File: src/rtl/memory.sv
// Pipeline memory stage: issues loads/stores on a split addr/data bus and
// registers the writeback bundle, stalling execute while an access is pending.
package memory_pkg;
    typedef enum logic [1:0] {
        OP_ALU   = 2'd0,
        OP_LOAD  = 2'd1,
        OP_STORE = 2'd2,
        OP_NOP   = 2'd3
    } op_t;

    typedef enum logic [1:0] {
        MSIZE_B = 2'd0,
        MSIZE_H = 2'd1,
        MSIZE_W = 2'd2,
        MSIZE_D = 2'd3
    } msize_t;

    typedef struct packed {
        op_t    op;
        msize_t msize;
        logic   mem_unsigned;
        logic   reg_write;
    } ctl_t;

    typedef struct packed {
        logic        valid;
        logic [63:0] pc;
        logic [31:0] instr;
        ctl_t        ctl;
        logic [4:0]  dst;
        logic [63:0] rd2;
        logic [63:0] result;
    } excute_data_t;

    typedef struct packed {
        logic        valid;
        logic [63:0] pc;
        logic [31:0] instr;
        ctl_t        ctl;
        logic [4:0]  dst;
        logic [63:0] result;
    } memory_data_t;
endpackage

module memory
    import memory_pkg::*;
(
    input  logic         clk,
    input  logic         reset,
    input  excute_data_t dataE,
    output memory_data_t dataM,
    output logic         stopm,
    output logic         dreq_valid,
    output logic [63:0]  dreq_addr,
    output logic [2:0]   dreq_size,
    output logic [7:0]   dreq_strobe,
    output logic [63:0]  dreq_data,
    input  logic         dresp_addr_ok,
    input  logic         dresp_data_ok,
    input  logic [63:0]  dresp_data
);
    typedef enum logic [1:0] {
        S_IDLE      = 2'd0,
        S_WAIT_ADDR = 2'd1,
        S_WAIT_DATA = 2'd2
    } state_t;

    state_t       state_q, state_d;
    excute_data_t h_q, h_d;
    memory_data_t data_m_q, data_m_d;

    excute_data_t req;
    logic         req_is_mem;
    logic         issue;
    logic         busy;
    logic         complete;
    logic [2:0]   off;
    logic [7:0]   size_mask;
    logic [63:0]  load_val;

    function automatic memory_data_t to_mem(input excute_data_t e, input logic [63:0] res);
        memory_data_t m;
        m.valid  = e.valid;
        m.pc     = e.pc;
        m.instr  = e.instr;
        m.ctl    = e.ctl;
        m.dst    = e.dst;
        m.result = res;
        return m;
    endfunction

    // Shift the addressed lanes down, truncate to the access size, then extend.
    function automatic logic [63:0] extract(input logic [63:0] raw, input logic [2:0] o,
                                            input msize_t sz, input logic uns);
        logic [63:0] s;
        logic        sgn;
        s = raw >> {o, 3'b000};
        case (sz)
            MSIZE_B: begin sgn = ~uns & s[7];  extract = {{56{sgn}}, s[7:0]};  end
            MSIZE_H: begin sgn = ~uns & s[15]; extract = {{48{sgn}}, s[15:0]}; end
            MSIZE_W: begin sgn = ~uns & s[31]; extract = {{32{sgn}}, s[31:0]}; end
            default: begin sgn = 1'b0;         extract = s;                    end
        endcase
    endfunction

    always_comb begin
        // NOTE: every signal gets a default first so no path leaves it unassigned and no latch is inferred.
        state_d  = state_q;
        h_d      = h_q;
        data_m_d = '0;

        req        = (state_q == S_IDLE) ? dataE : h_q;
        req_is_mem = (req.ctl.op == OP_LOAD) || (req.ctl.op == OP_STORE);
        issue      = (state_q == S_IDLE) && dataE.valid && req_is_mem;
        busy       = issue || (state_q != S_IDLE);
        off        = req.result[2:0];

        case (state_q)
            S_IDLE:      complete = issue && dresp_addr_ok && dresp_data_ok;
            S_WAIT_ADDR: complete = dresp_addr_ok && dresp_data_ok;
            S_WAIT_DATA: complete = dresp_data_ok;
            default:     complete = 1'b0;
        endcase

        case (req.ctl.msize)
            MSIZE_B: size_mask = 8'h01;
            MSIZE_H: size_mask = 8'h03;
            MSIZE_W: size_mask = 8'h0F;
            default: size_mask = 8'hFF;
        endcase

        // Gated by reset so nothing is offered to the bus while the stage is being cleared.
        stopm       = reset && busy && !complete;
        dreq_valid  = reset && (issue || (state_q == S_WAIT_ADDR));
        dreq_addr   = req.result;
        dreq_size   = {1'b0, req.ctl.msize};
        dreq_strobe = (req.ctl.op == OP_STORE) ? (size_mask << off) : 8'h00;
        dreq_data   = req.rd2 << {off, 3'b000};
        load_val    = extract(dresp_data, off, req.ctl.msize, req.ctl.mem_unsigned);

        case (state_q)
            S_IDLE: begin
                if (issue) begin
                    h_d = dataE;
                    if (complete)           state_d = S_IDLE;
                    else if (dresp_addr_ok) state_d = S_WAIT_DATA;
                    else                    state_d = S_WAIT_ADDR;
                end
            end
            S_WAIT_ADDR: begin
                if (dresp_addr_ok) state_d = dresp_data_ok ? S_IDLE : S_WAIT_DATA;
            end
            S_WAIT_DATA: begin
                if (dresp_data_ok) state_d = S_IDLE;
            end
            default: state_d = S_IDLE;
        endcase

        if (complete) begin
            data_m_d       = to_mem(req, (req.ctl.op == OP_LOAD) ? load_val : req.result);
            data_m_d.valid = 1'b1;
        end else if (state_q == S_IDLE && !issue) begin
            data_m_d = to_mem(dataE, dataE.result);
        end
    end

    always_ff @(posedge clk) begin
        // NOTE: non-blocking assignments so every register samples the pre-edge values.
        if (!reset) begin
            state_q  <= S_IDLE;
            h_q      <= '0;
            data_m_q <= '0;
        end else begin
            state_q  <= state_d;
            h_q      <= h_d;
            data_m_q <= data_m_d;
        end
    end

    assign dataM = data_m_q;
endmodule
File: config.mk
export PLATFORM = sky130hd
export DESIGN_NAME = memory
export DESIGN_NICKNAME = d
export VERILOG_FILES = /design/src/rtl/memory.sv
export SDC_FILE = /design/constraint.sdc
export NUM_CORES = 1
export LEC_CHECK = 0
export BUFFER_PORTS_ARGS = -buffer_cell sky130_fd_sc_hd__buf_4
export CAP_MARGIN = 30
export CORE_ASPECT_RATIO = 1.75
export CORE_MARGIN = 2
export CORE_UTILIZATION = 25
export CTS_CLUSTER_SIZE = 30
export DETAILED_ROUTE_END_ITERATION = 7
export GPL_TIMING_DRIVEN = 0
export PLACE_DENSITY = 0.53
export SLEW_MARGIN = 10
export SYNTH_ARGS = -nofsm -noshare
export SYNTH_HDL_FRONTEND = slang
export SYNTH_SLANG_ARGS = --single-unit
File: constraint.sdc
create_clock -name clk -period 5.6 [get_ports clk]
set_input_delay 0 -clock clk [delete_from_list [all_inputs] [get_ports clk]]
set_output_delay 0 -clock clk [all_outputs]
set_load 0.005 [all_outputs]
Yosys cells after proc, flatten, opt, wreduce, memory -nomap -nowiden. Index checks and enable logic that the tools add are counted.

Flip-flop bits (word level): 409. Output and inout port bits: 313. Logic and storage cells: 69.

Eq/ne operators: 9. Shift operators: 3. Muxes and demuxes: 15. Bitwise gates (word level): 4. Reductions and logical operators: 19.

Operator list (number): $mux W172 (2); $mux W235 (1); $pmux W64 S3 (1); $mux W64 (1); $shl A64 B6 Y64 (1); $shr A64 B6 Y64 (1); $pmux W8 S3 (1); $mux W2 (6); $logic_and A1 B1 Y1 (9); $mux W8 (1); $shl A8 B3 Y8 (1); $eq A2 B1 Y1 const B (3); $eq A2 B2 Y1 const B (3); $ne A2 B2 Y1 const B (3); $pmux W2 S3 (1); $logic_not A2 Y1 (2); $and A1 B1 Y1 (3); $logic_or A1 B1 Y1 (3); $pmux W1 S3 (1); $reduce_and A3 Y1 (1); $logic_not A1 Y1 (2); $reduce_and A2 Y1 (1); $reduce_bool A2 Y1 (1); $not A1 Y1 (1).

Logic depth before layout (Yosys ltp).
Depth after elaboration: 11. Mapped depth: 18. Depth with buffers taken out: 11.

Worst setup path after synthesis. OpenSTA, ideal clock, no wires.

Path kind: reg-to-reg. Start point: register state_q[1]. End point: register data_m_q (netlist bit dataM[150]). Arrival: 3.905 ns. Data required time: 5.535 ns. Path slack: 1.630 ns. Stages on the path, launching flop included: 19. Period minus slack after synthesis: 3.970 ns. Path through: dfxtp_1 -> buf_2 -> nor2_4 -> buf_2 -> buf_1 -> buf_1 -> mux2i_1 -> inv_1 -> ha_1 -> nor2b_1 -> buf_2 -> o21ai_0 -> mux2i_1 -> nand2_1 -> a21oi_1 -> clkbuf_1 -> clkbuf_1 -> a22oi_1 -> nor2_1.

Cells in the longest elaborated chain, start to end: 9. Elaborated cells between the ends (all ways): 16. Those cells by class: eq/ne (4); mux (4); reduce/logical (8).

Ends and longest elaborated chain: start: declaration (line 68) `state_t state_q, state_d;`; start signal: assignment (line 174) `state_q <= state_d;`; $logic_not A2 Y1; $mux W235 (line 112) `req = (state_q == S_IDLE) ? dataE : h_q;`; $eq A2 B1 Y1 / $eq A2 B2 Y1 (equally long branches) (line 113) `req_is_mem = (req.ctl.op == OP_LOAD) || (req.ctl.op == OP_STORE);`; $logic_or A1 B1 Y1 (line 113); $logic_and A1 B1 Y1 (line 114) `issue = (state_q == S_IDLE) && dataE.valid && req_is_mem;`; $logic_and A1 B1 Y1 / $logic_not A1 Y1 (equally long branches) (line 119, 162); $logic_and A1 B1 Y1, on equally long branches (line 119, 162); $pmux W1 S3 / $mux W172 (equally long branches) (line 118, 162); $mux W172 (*) (line 159) `if (complete) begin`; end signal: assignment (line 176) `data_m_q <= data_m_d;`; end: declaration (line 70) `memory_data_t data_m_q, data_m_d;`.

Every way passes the cells marked *; elsewhere a longest branch is shown, timed or not. A chain may end at the register's enable or synchronous reset.

Worst setup path in the final report.
Start point: register state_q[1]. End point: register h_q[65] (netlist name).

Cells in the longest elaborated chain, start to end: 6. Elaborated cells between the ends (all ways): 8. Those cells by class: eq/ne (2); mux (1); reduce/logical (5).

Ends and longest elaborated chain: $logic_not A2 Y1 (*) (line 112, 114, 141); $mux W235 (line 112); $eq A2 B1 Y1 / $eq A2 B2 Y1 (equally long branches) (line 113); $logic_or A1 B1 Y1 (line 113); $logic_and A1 B1 Y1 (line 114); $reduce_and A2 Y1 (no source line) (*); end signal: assignment (line 171) `h_q <= '0;`; end signal: assignment (line 175) `h_q <= h_d;`; end: declaration (line 69) `excute_data_t h_q, h_d;`.

Marks and branches as above.

==> summary.md <==
| Metric | Value |
|---|---|
| Outcome | `complete, no violations` |
| Die footprint | `between 80000 and 90000 um^2` |
| Mean post-synth cell area | `7.29 um^2` |
| Layout Nets | `around 4000` |
| Largest area contributor in the netlist | `dfxtp_1` |
| Total Power Consumption | `8950 uW` |
| Die height | `377 um` |
| Post-route cell area | `roughly 30000 um^2` |
| CTS clk-pin slew, worst paths | `0.07 ns` |
| Fmax | `around 0.18 GHz` |
| Total core area | `around 79000 um^2` |
| Reg2Reg Setup Slack | `around 0.18 ns` |
| Critical-path cell list | `buf_2, nor2_4, buf_2, buf_1, buf_6, mux2i_1, inv_1, ha_1, nor2b_1, buf_2, and2_1, clkbuf_1, clkbuf_1, clkbuf_1, nand2_1, a21oi_1` |
| CTS Buf Count | `42` |
| Worst setup endpoint | `h_q[65]` |
| Longest Clk Path Bufs | `3` |
| Arrival time worst endpoint | `around 6 ns` |
| HPWL Detailed | `94.9 mm` |
| Max Cap Violations | `0` |
| Final slew viol count | `0` |
| Area growth syn-to-layout | `51.5%` |
| Internal | `just under 6000 uW` |
| FP Rows | `between 100 and 150` |
| CTS tree | `built` |
| Via Count | `24000` |
| Post-synth EDFFs | `0` |
| Number of global-route vias before repair | `approximately 23000` |
| Synth Warn # | `0` |
| CTS sink count | `slightly above 400` |
| Layout Cells excl Fill | `between 4000 and 5000` |
| Worst R2R End | `h_q[65]` |
| Largest net degree at the start of global routing | `18` |
| Critical R2R Launch | `state_q[1]` |
| Syn nets | `just over 3000` |
| Die X | `roughly 220 um` |
| Drt total wl | `roughly 120 mm` |
| I/O pins | `just over 600` |
| Gate power share | `roughly 30%` |
| DRT Pass-1 Iters | `5` |
| Sw frac | `34.4%` |
| Fraction of the cycle the final worst path needs | `96.8%` |
| Final setup TNS | `0 ns` |
| Highest-count cells in the layout ignoring fill and taps | `nand2_1 (839), buf_4 (619), dfxtp_1 (409)` |
| Initial antenna violation count | `22` |
| Critical path endpoint category | `flip-flop` |
| Synth Cell Area | `around 20000 um^2` |
| Reg2reg path depth | `16` |
| DP Area | `25900 um^2` |
| Crit path from | `state_q[1]` |
| Worst min path class | `primary input to flip-flop` |
| Required time worst endpoint | `roughly 6.1 ns` |
| Global-route wire length before repair | `around 170 mm` |
| Worst Tran Pin Value | `around 1.1 ns` |
| Share of cells above drive strength 1 | `between 20% and 30%` |
| Maximum vdd drop | `around 190 uV` |
| Ys flop type | `dfxtp_1` |
| Post-synth cell types | `59` |
| Part of the power in registers | `a little under two fifths` |
| Post-synthesis cell count | `about 2700` |
| Post-CTS setup buffers | `0` |
| Max incr delay on CP | `0.80 ns` |
| Lkg Pwr | `between 0.01 and 0.015 uW` |
| CP max stage cell | `clkbuf_1` |
| Final antenna-violating net count | `0` |
| # DRC | `0` |
| Final hold violations | `0` |
| Clock power frac | `between 30% and 40%` |
| Most common cell after layout, fill and taps aside | `nand2_1` |
| Gr usage total | `27.8%` |
| NetSw | `just over 3000 uW` |
| Async set-reset flop share out of synthesis | `0%` |
| Maximum fanout along the worst path | `17` |
| H-tree depth | `2` |
| Routed WL per cell | `about 25 um` |
| Via density | `about 5` |
| Area share of the largest cell type after synthesis | `~41%` |
| Gr ovfl total | `0` |
| Drt initial violations | `1891` |
| Buffers added on ports | `between 600 and 700` |
| Placed Instances | `~4400` |
| Setup violations, final | `0` |
| Initial Utilization | `25.3%` |
| Startpoint types | `flip-flop` |
| Worst Skew | `around 0.039 ns` |
| Post-layout min period | `about 5.4 ns` |
| PwrDens | `a little under 300 nW/um^2` |
| Clk root buf | `clkbuf_16` |
| Seq cells post-synth | `just over 400` |
| Skew-Pair Late Insertion Delay | `0.60 ns` |
| Final design utilization | `a little under two fifths` |
| Placer Congestion | `0.984` |
| Synth top area cells | `dfxtp_1 (41%), nand2_1 (16%), a21oi_1 (9.1%)` |
| Worst relative slew slack | `28.6%` |
| Setup CP Type | `flip-flop to flip-flop` |
| Sequential fraction of the synthesis area | `approximately two fifths` |
==> metal layers <==
layer	GRT usage (%)	up-vias	share of wire [%]
li1	-	11300	-
met5	0	-	0.098
met1	31.9	11300	39
met4	14.0	18	5.6
met3	4.95	291	7.0
met2	49.1	1178	49
==> state kept, by name, summed over array words and instances, names as in the netlist <==
register  flops
h_q         235
dataM       172
state_q       2
==> cell families after synthesis <==
kind of cell | synth area share, %
flip-flops | 41.1
buffers and inverters | 4.86
multiplexers | 6.39
AO/OA/AOI/OAI | 24.5
other | 0.0188
adder cells (fa/ha/maj) | 0.126
AND/OR/NAND/NOR | 23.0
==> worst min-delay path by stage <==
stage / startpoint / end / slack [ns] / cells past startpoint
2_1_floorplan: dresp_data_ok / state_q[1] / 0.08 / 1
3_3_place_gp: dresp_addr_ok / state_q[0] / 0.18 / 2
3_5_place_dp: dresp_addr_ok / state_q[0] / 0.18 / 2
4_1_cts: dresp_data[47] / dataM[39] / 0.005 / 5
5_1_grt: dresp_data[38] / dataM[30] / 0.02 / 3
6_report: dresp_data[48] / dataM[40] / 0.05 / 4
==> synthesized netlist by cell type, types with 24 or more instances <==
cell and number:
a211oi_1 85, a21oi_1 364, a22oi_1 137, buf_1 26
buf_2 25, clkbuf_1 177, dfxtp_1 409, mux2i_1 108
nand2_1 839, nor2_1 187, nor2b_1 43, nor3_1 24
o21ai_0 114
==> critical path, delay by kind of cell (launching register included) <==
kind	cells	cell delay, ns
mux	1	0.40
simple gates	4	0.60
buf+inv	9	3.45
fa+ha+maj	1	0.32
compound gates	1	0.18
flops	1	0.33
==> layout make-up <==
class / instances / area, um^2
fill: 8378 / 48600
multi-input combinational: 2078 / 10800
timing repair buffer: 904 / 7510
clock buffer: 63 / 1230
tap: 1035 / 1290
clock inverter: 15 / 183
buffer: 230 / 920
inverter: 12 / 47.5
sequential: 409 / 8190
antenna: 14 / 35.0
==> power by group through the flow <==
stage / logic (uW) / registers, uW / clock network (uW)
global route: 2830 / 3310 / 3170
CTS: 2640 / 3280 / 3070
finish: 2660 / 3290 / 3000
detailed placement: 2450 / 3350 / 0
floorplan: 1120 / 3320 / 0
global placement: 2430 / 3340 / 0
==> per-stage QoR <==
stage               hold WS (ns)  worst slack (ns)
CTS                      0.00481            0.0717
floorplan                 0.0761              1.63
finish                    0.0498             0.180
global placement           0.179             -1.45
detailed placement         0.183            -0.500
global route              0.0210        -0.0000253
==> what timing repair did <==
item                                    4_1_cts  5_1_grt
hold buffers                                279        0
gates resized for setup                       1       10
endpoints found under the setup margin      189       28
endpoints found under the hold margin       407        0
gates cloned                                  0        0
pin swaps                                     0        0
Note: power is estimated with default switching activity, not from simulation.
